$ cat config.mk
export PLATFORM = sky130hd
export DESIGN_NAME = multicycle_control_unit
export DESIGN_NICKNAME = d
export VERILOG_FILES = /design/src/rtl/multicycle_control_unit.sv
export SDC_FILE = /design/constraint.sdc
export NUM_CORES = 1
export LEC_CHECK = 0
export ABC_AREA = 1
export BUFFER_PORTS_ARGS = -buffer_cell sky130_fd_sc_hd__buf_4
export CAP_MARGIN = 20
export CORE_ASPECT_RATIO = 1.25
export CORE_MARGIN = 2
export CORE_UTILIZATION = 35
export CTS_CLUSTER_SIZE = 24
export DETAILED_ROUTE_END_ITERATION = 7
export MAX_ROUTING_LAYER = met4
export SETUP_SLACK_MARGIN = 0.2
export SLEW_MARGIN = 20
export SYNTH_ARGS = -nofsm -noshare
export SYNTH_HDL_FRONTEND = slang
export SYNTH_SLANG_ARGS = --single-unit
$ cat constraint.sdc
create_clock -name clk -period 2.3 [get_ports clk]
set_input_delay 0.46 -clock clk [delete_from_list [all_inputs] [get_ports clk]]
set_output_delay 0.46 -clock clk [all_outputs]
set_load 0.02 [all_outputs]
$ cat src/rtl/multicycle_control_unit.sv
// Multi-cycle RV32I control sequencer: FETCH/DECODE/EXECUTE/MEMORY/WRITEBACK FSM
// with memory wait timeout, sticky trap and retired-instruction counter.
module multicycle_control_unit #(
  parameter int unsigned MEM_TIMEOUT = 16,
  parameter bit          ENABLE_JAL  = 1'b1,
  parameter int unsigned CNT_W       = 32
) (
  input  logic             clk,
  input  logic             reset_n,
  input  logic [6:0]       Opcode,
  input  logic             mem_ready,
  output logic             PCWrite,
  output logic             IRWrite,
  output logic             IorD,
  output logic             MemRead,
  output logic             MemWrite,
  output logic [1:0]       MemtoReg,
  output logic             RegWrite,
  output logic             ALUSrcA,
  output logic [1:0]       ALUSrcB,
  output logic [1:0]       ALUOp,
  output logic             PCSrc,
  output logic             Branch,
  output logic             trap,
  output logic [3:0]       state,
  output logic [CNT_W-1:0] retired
);

  localparam int unsigned WAIT_W    = (MEM_TIMEOUT > 1) ? $clog2(MEM_TIMEOUT) : 1;
  localparam int unsigned WAIT_LAST = (MEM_TIMEOUT == 0) ? 0 : MEM_TIMEOUT - 1;

  localparam logic [6:0] OP_R      = 7'b0110011;
  localparam logic [6:0] OP_I      = 7'b0010011;
  localparam logic [6:0] OP_LOAD   = 7'b0000011;
  localparam logic [6:0] OP_STORE  = 7'b0100011;
  localparam logic [6:0] OP_BRANCH = 7'b1100011;
  localparam logic [6:0] OP_JAL    = 7'b1101111;

  typedef enum logic [3:0] {
    S_FETCH    = 4'd0,
    S_DECODE   = 4'd1,
    S_EXEC_R   = 4'd2,
    S_EXEC_I   = 4'd3,
    S_MEM_ADDR = 4'd4,
    S_MEM_RD   = 4'd5,
    S_MEM_WR   = 4'd6,
    S_WB_MEM   = 4'd7,
    S_WB_ALU   = 4'd8,
    S_BRANCH   = 4'd9,
    S_JAL      = 4'd10,
    S_TRAP     = 4'd11
  } state_t;

  state_t            cur_state;
  state_t            nxt_state;
  logic [WAIT_W-1:0] wait_cnt;
  logic              retire_c;
  logic              timeout_c;
  logic              is_mem_c;

  assign state = cur_state;

  // Next-state and control-strobe decode; outputs depend on state (and mem_ready in FETCH)
  always_comb begin
    nxt_state = cur_state;
    retire_c  = 1'b0;
    PCWrite   = 1'b0;
    IRWrite   = 1'b0;
    IorD      = 1'b0;
    MemRead   = 1'b0;
    MemWrite  = 1'b0;
    MemtoReg  = 2'b00;
    RegWrite  = 1'b0;
    ALUSrcA   = 1'b0;
    ALUSrcB   = 2'b00;
    ALUOp     = 2'b00;
    PCSrc     = 1'b0;
    Branch    = 1'b0;
    trap      = 1'b0;
    timeout_c = (MEM_TIMEOUT != 0) && (wait_cnt == WAIT_W'(WAIT_LAST));
    is_mem_c  = (cur_state == S_FETCH) || (cur_state == S_MEM_RD) || (cur_state == S_MEM_WR);

    case (cur_state)
      S_FETCH: begin
        MemRead = 1'b1;
        ALUSrcB = 2'b01;
        if (mem_ready) begin
          IRWrite   = 1'b1;
          PCWrite   = 1'b1;
          nxt_state = S_DECODE;
        end else if (timeout_c) begin
          nxt_state = S_TRAP;
        end
      end
      S_DECODE: begin
        ALUSrcB = 2'b10;
        case (Opcode)
          OP_R:               nxt_state = S_EXEC_R;
          OP_I:               nxt_state = S_EXEC_I;
          OP_LOAD, OP_STORE:  nxt_state = S_MEM_ADDR;
          OP_BRANCH:          nxt_state = S_BRANCH;
          OP_JAL:             nxt_state = ENABLE_JAL ? S_JAL : S_TRAP;
          default:            nxt_state = S_TRAP;
        endcase
      end
      S_EXEC_R: begin
        ALUSrcA   = 1'b1;
        ALUOp     = 2'b10;
        nxt_state = S_WB_ALU;
      end
      S_EXEC_I: begin
        ALUSrcA   = 1'b1;
        ALUSrcB   = 2'b10;
        ALUOp     = 2'b11;
        nxt_state = S_WB_ALU;
      end
      S_MEM_ADDR: begin
        ALUSrcA = 1'b1;
        ALUSrcB = 2'b10;
        // IR is re-checked; anything that is no longer a load/store is treated as illegal
        if (Opcode == OP_LOAD)       nxt_state = S_MEM_RD;
        else if (Opcode == OP_STORE) nxt_state = S_MEM_WR;
        else                         nxt_state = S_TRAP;
      end
      S_MEM_RD: begin
        MemRead = 1'b1;
        IorD    = 1'b1;
        if (mem_ready)      nxt_state = S_WB_MEM;
        else if (timeout_c) nxt_state = S_TRAP;
      end
      S_MEM_WR: begin
        MemWrite = 1'b1;
        IorD     = 1'b1;
        if (mem_ready) begin
          nxt_state = S_FETCH;
          retire_c  = 1'b1;
        end else if (timeout_c) begin
          nxt_state = S_TRAP;
        end
      end
      S_WB_MEM: begin
        RegWrite  = 1'b1;
        MemtoReg  = 2'b01;
        nxt_state = S_FETCH;
        retire_c  = 1'b1;
      end
      S_WB_ALU: begin
        RegWrite  = 1'b1;
        nxt_state = S_FETCH;
        retire_c  = 1'b1;
      end
      S_BRANCH: begin
        ALUSrcA   = 1'b1;
        ALUOp     = 2'b01;
        Branch    = 1'b1;
        PCSrc     = 1'b1;
        nxt_state = S_FETCH;
        retire_c  = 1'b1;
      end
      S_JAL: begin
        RegWrite  = 1'b1;
        MemtoReg  = 2'b10;
        PCWrite   = 1'b1;
        PCSrc     = 1'b1;
        nxt_state = S_FETCH;
        retire_c  = 1'b1;
      end
      S_TRAP: begin
        trap      = 1'b1;
        nxt_state = S_TRAP;
      end
      default: nxt_state = S_TRAP;
    endcase
  end

  // State, wait counter (cleared on every state change) and retire counter
  always_ff @(posedge clk) begin
    if (!reset_n) begin
      cur_state <= S_FETCH;
      wait_cnt  <= '0;
      retired   <= '0;
    end else begin
      cur_state <= nxt_state;
      if (nxt_state != cur_state)
        wait_cnt <= '0;
      else if (is_mem_c && !mem_ready)
        wait_cnt <= wait_cnt + WAIT_W'(1);
      if (retire_c)
        retired <= retired + CNT_W'(1);
    end
  end

endmodule

==> results.yml, run 1 <==
outcome:
  status: "complete, no violations"
sta:
  setup_viol: 0
  period_needed_ps: 1950
  period_share_pct: 85.0
  worst_slack_ps: 345
  slew_headroom_pct: 72.2
  max_freq_mhz: 512
  maxSlewViolCount: 0
  hold_viol_final: 0
  holdWs_ps: 491
  skew_ps: 9.92
  rsz0062_at_grt: "no"
  tightest_slew_ps: 413
  setup-tns-final_ps: 0
pwr:
  ir_worst_vdd_mv: 0.808
  combPwrFrac_pct: 47.4
  pwr-share-seq_pct: 30.8
  internal_power_mw: 1.50
  p_total_mw: 2.69
  pwr_density_cell_mw_per_mm2: 818
  p_clk_share_pct: 21.9
  power.switching_mw: 1.18
  switching_share_pct: 44.1
  p_leak_nw: 1.44
final_layout:
  fin_util_pct: 44.9
  layout-drive-gt1-share_pct: 20.1
  fillers: 788
  nets: 503
  syn2layout_area_growth_pct: 25.9
  antennaDiodeCount: 0
setup_path:
  rrSetupSlack_ps: 420
  r2r-end: "retired[18]"
  ff2ff_path_depth: 10
  path_class: "reg -> out"
  arrival_ps: 1490
  path_max_fanout: 8
  cp-start-kind: "flip-flop"
  timing.rr.start: "state[1]"
  cp.required_ps: 1840
  end_kind: "output port"
clock_network:
  cts.sinks: 40
  tritoncts: "done"
  clkLatencyLatePin_ps: 300
  post_cts_resized: 0
  clk_pin_slew_worst_paths_ps: 90
  cts_buffer_depth: 2
  numCtsBuffers: 5
  cts-root-buf: "clkbuf_8"
  post_cts_buffers: 0
  postCtsHoldBufs: 0
  h-tree-depth: 2
global_route:
  first_global_vias: 2640
  overflow: 0
  grt_max_degree: 20
  grt_pass1_wl_um: 12400
  grtUsageTotal_pct: 19.8
  antenna_found_initial: 0
min_path:
  hp-start: "retired[4]"
  hold_path_class: "reg -> reg"
  hold_path_end: "retired[4]"
  whs_path_depth: 2
die:
  rows: 35
  start_util_pct: 35.7
  dieArea_mm2: 0.00816
  fp.dieH_um: 101
  die_w_um: 81.2
  coreArea_mm2: 0.00731
  num_io_pins: 62
route:
  vias: 2836
  ant_nets: 0
  initialDrtViolationCount: 104
  via_per_inst: 4.86
  drt-total-wl_um: 7410
  drc_errors: 0
  wire_per_inst_um: 12.7
  dr.pass1.iters: 4
synthesis:
  syn-num-nets: 440
  synth_ff_type: "dfxtp_1"
  ys_warn_count: 0
  yosysUniqueCellTypes: 35
  ys_async_sr_fraction_pct: 0
  synth_area_mm2: 0.00261
  yosysSeqAreaShare_pct: 30.7
  syn_inst: 428
  ys_seq_elements: 40
  synth_edf_count: 0
  synth_area_per_cell_um2: 6.09
place:
  gp_congestion: 0.896
  dp_hpwl_um: 5740
  pre_cts_ws_ps: 327
  port_buffers: 61
run:
  cap_violations: 0
cell type report:
class                   instances  area [um^2]  share of cell area [%]
inverters                      47          179                    5.45
repair buffers                 63          473                    14.4
flip-flops and latches         40          803                    24.5
multi-input cells             334         1600                    48.8
clock buffers                   5         68.8                    2.10
well taps                      92          115                    3.51
clock inverters                 3         42.5                    1.30
state kept, by name, indices dropped and copies added, names as in the netlist:
register  count
retired      32
state         4
wait_cnt      4
worst max-delay path by stage:
stage | start | end
final | state[1] | PCWrite
after global routing | state[3] | PCWrite
after floorplan | state[3] | PCWrite
after global placement | state[0] | retired[18]
after CTS | state[3] | PCWrite
after detailed placement | state[0] | retired[17]
cells by family after synthesis:
group	count (synthesis)	synth area share, %
AO/OA/AOI/OAI	40	7.87
AND/OR/NAND/NOR	279	47.6
buffers and inverters	54	8.44
flip-flops	40	30.7
XOR/XNOR	12	4.03
adder cells (fa/ha/maj)	2	0.960
multiplexers	1	0.432
power by group through the flow:
| stage | Clock (mW) | Sequential [mW] | Combinational (mW) |
|---|---|---|---|
| after floorplan | 0 | 0.867 | 0.833 |
| after global placement | 0 | 0.826 | 1.27 |
| after detailed placement | 0 | 0.832 | 1.27 |
| after CTS | 0.604 | 0.818 | 1.28 |
| after global routing | 0.639 | 0.839 | 1.40 |
| final | 0.588 | 0.826 | 1.27 |
critical path, stage by stage, from the launching register on:
cell     delay, ps
dfxtp_1        400
nor2_1         320
nand2_2        140
o21ai_0        170
buf_4          160
cells in the final DEF, fill, tap and decap left out, types with 2 or more instances in the layout:
| cell type | Yosys | layout |
|---|---|---|
| a21oi_1 | 27 | 27 |
| buf_4 | 1 | 63 |
| clkbuf_8 | 0 | 5 |
| dfxtp_1 | 40 | 38 |
| dfxtp_2 | 0 | 2 |
| ha_1 | 2 | 2 |
| inv_1 | 42 | 42 |
| inv_2 | 3 | 3 |
| nand2_1 | 133 | 133 |
| nand2_2 | 7 | 7 |
| nand3_1 | 31 | 31 |
| nand3b_1 | 5 | 5 |
| nand4_1 | 11 | 11 |
| nor2_1 | 63 | 62 |
| nor2_2 | 6 | 6 |
| nor3_1 | 12 | 12 |
| nor3_2 | 3 | 3 |
| nor3b_1 | 2 | 2 |
| o21ai_0 | 10 | 10 |
| xnor2_1 | 8 | 8 |
| xor2_1 | 4 | 4 |
through the flow:
| step | instance area, um^2 | instances |
|---|---|---|
| floorplan | 2610 | 428 |
| global placement | 3150 | 576 |
| detailed placement | 3150 | 576 |
| CTS | 3270 | 584 |
| global route | 3280 | 584 |
| finish | 3280 | 584 |
cell usage after synthesis, types with 4 or more instances:
cell type | instances | share of area, %
a21oi_1 | 27 | 5.2
dfxtp_1 | 40 | 31
inv_1 | 42 | 6.0
nand2_1 | 133 | 19
nand2_2 | 7 | 1.7
nand3_1 | 31 | 6.0
nand3b_1 | 5 | 1.4
nand4_1 | 11 | 2.6
nor2_1 | 63 | 9.1
nor2_2 | 6 | 1.4
nor3_1 | 12 | 2.3
o21ai_0 | 10 | 1.9
xnor2_1 | 8 | 2.7
xor2_1 | 4 | 1.3
per-layer routing:
| metal | vias up | track usage (%) | wire [um] |
|---|---|---|---|
| li1 | 1495 | - | - |
| met1 | 1261 | 22.6 | 3150 |
| met2 | 71 | 35.2 | 3790 |
| met3 | 9 | 3.14 | 338 |
| met4 | 0 | 6.00 | 135 |
| met5 | - | - | 0 |
(Power assumes the default switching activity.)
==> inputs of run 2 (changes only) <==
clock period = 1.65 ns   (was 2.3 ns; I/O delays follow)
==> run 2 against run 1 <==
The flow now finishes with violations (negative setup slack). Via count up 11%. Critical path depth rose by 1. Sequential cell count is the same. Critical path type unchanged. Largest cell class unchanged.
==> results.yml, run 2 (synthesis gave the netlist of run 1 again) <==
sta:
  skew_ps: 4.86
  period_needed_ps: 1710
  rsz0062_at_grt: "yes"
  holdWs_ps: 365
  tightest_slew_ps: 266
  hold_viol_final: 0
  max_freq_mhz: 585
  setup_viol: 11
  period_share_pct: 104
  slew_headroom_pct: 82.2
  maxSlewViolCount: 0
  worst_slack_ps: -59.1
pwr:
  ir_worst_vdd_mv: 1.07
  p_leak_nw: 1.92
  pwr_density_cell_mw_per_mm2: 1160
route:
  ant_nets: 0
  initialDrtViolationCount: 125
  wire_per_inst_um: 13.4
  drc_errors: 0
  via_per_inst: 4.93
  vias: 3160
  drt-total-wl_um: 8590
  dr.pass1.iters: 4
die:
  die_w_um: 81.2
  num_io_pins: 62
  coreArea_mm2: 0.00731
  start_util_pct: 35.7
  fp.dieH_um: 101
  rows: 35
  dieArea_mm2: 0.00816
global_route:
  first_global_vias: 2965
  overflow: 0
  antenna_found_initial: 0
  grt_pass1_wl_um: 13300
  grtUsageTotal_pct: 21.2
  grt_max_degree: 23
min_path:
  hold_path_class: "in -> reg"
  hp-start: "reset_n"
  whs_path_depth: 3
  hold_path_end: "retired[17]"
clock_network:
  h-tree-depth: 2
  cts-root-buf: "clkbuf_8"
  numCtsBuffers: 5
  cts_buffer_depth: 2
  clk_pin_slew_worst_paths_ps: 80
  cts.sinks: 40
  clkLatencyLatePin_ps: 300
  tritoncts: "done"
final_layout:
  largest_reg_flops: 32
  fillers: 695
  layout_common_cells: "nand2_1, buf_4, nor2_1, inv_1, buf_6"
  instances_no_fill: 641
  antennaDiodeCount: 0
  regMostFlops: "retired"
  layout-drive-gt1-share_pct: 45.4
  final_common_cell: "nand2_1"
  fin_util_pct: 58.3
  syn2layout_area_growth_pct: 63.5
  nets: 560
  fin_area_mm2: 0.00426
setup_path:
  slowest_stage: "dfxtp_4"
  path_max_fanout: 5
  r2r-end: "retired[12]"
  arrival_ps: 1380
  ff2ff_path_depth: 11
  path_class: "reg -> out"
  cpMostUsedCell: "buf_6"
  timing.rr.start: "state[2]"
  end_kind: "output port"
  cp-start-kind: "flip-flop"
  critical-path-max-stage-delay_ps: 390
  cp.required_ps: 1320
  rrSetupSlack_ps: -20
  path_cells: "nor2_4, nand2_2, buf_6, o21ai_2, buf_6"
outcome:
  status: "finished with violations"
  violations: "negative setup slack"
place:
  port_buffers: 61
  place_area_mm2: 0.00352
  dpl.cell_count: 607
  gp_congestion: 0.925
  dp_hpwl_um: 6200
run:
  cap_violations: 0
## run 2: critical path: cells and delay by family, from the launching register on
family	cells	cell delay (ps)
AND/OR/NAND/NOR	2	310
buffers and inverters	2	270
AO/OA/AOI/OAI	1	120
flip-flops	1	390
## run 2: metal layers
layer	vias to the layer above	GRT usage (%)	wire, um
met5	-	-	0
met4	0	7.56	249
met3	23	3.23	377
met2	87	39.0	4630
met1	1444	22.5	3330
li1	1606	-	-
## run 2: area by class of cell
type                       count  area (um^2)  share of cell area (%)
multi-input combinational    334         1990                    46.8
timing repair buffer         120         1010                    23.7
sequential                    40          857                    20.1
inverter                      47          196                    4.61
tap                           92          115                    2.70
clock buffer                   8         90.1                    2.11
## run 2: timing repair
item	CTS	global route
hold endpoints to repair	0	0
endpoints found under the setup margin	44	54
pin swaps	10	35
hold buffers	0	0
buffers inserted	15	11
resized for setup	43	87
## run 2: where the power goes
part	switching [mW]	total (mW)	internal (mW)
Clock	0.353	0.695	0.342
Combinational	1.62	3.01	1.38
Sequential	0.169	1.23	1.06
## run 2: worst max-delay path by stage
stage               from  slack (ps)  depth (start not counted)           to
3_3_place_gp   Opcode[2]           3                         12  wait_cnt[0]
6_report        state[3]         -60                          5      PCWrite
5_1_grt         state[0]        -130                          5         IorD
3_5_place_dp   Opcode[2]         -50                         12  wait_cnt[1]
4_1_cts         state[2]         -30                          6   ALUSrcB[1]
2_1_floorplan   state[0]         120                         12  retired[17]
## run 2: per-stage QoR
stage | setup TNS, ps | setup WS [ps] | power, mW
finish | -397 | -59.1 | 4.93
global route | -1750 | -131 | 5.19
CTS | -179 | -31.1 | 4.51
detailed placement | -147 | -48.3 | 3.28
global placement | 0 | 3.14 | 3.27
floorplan | 0 | 122 | 2.55
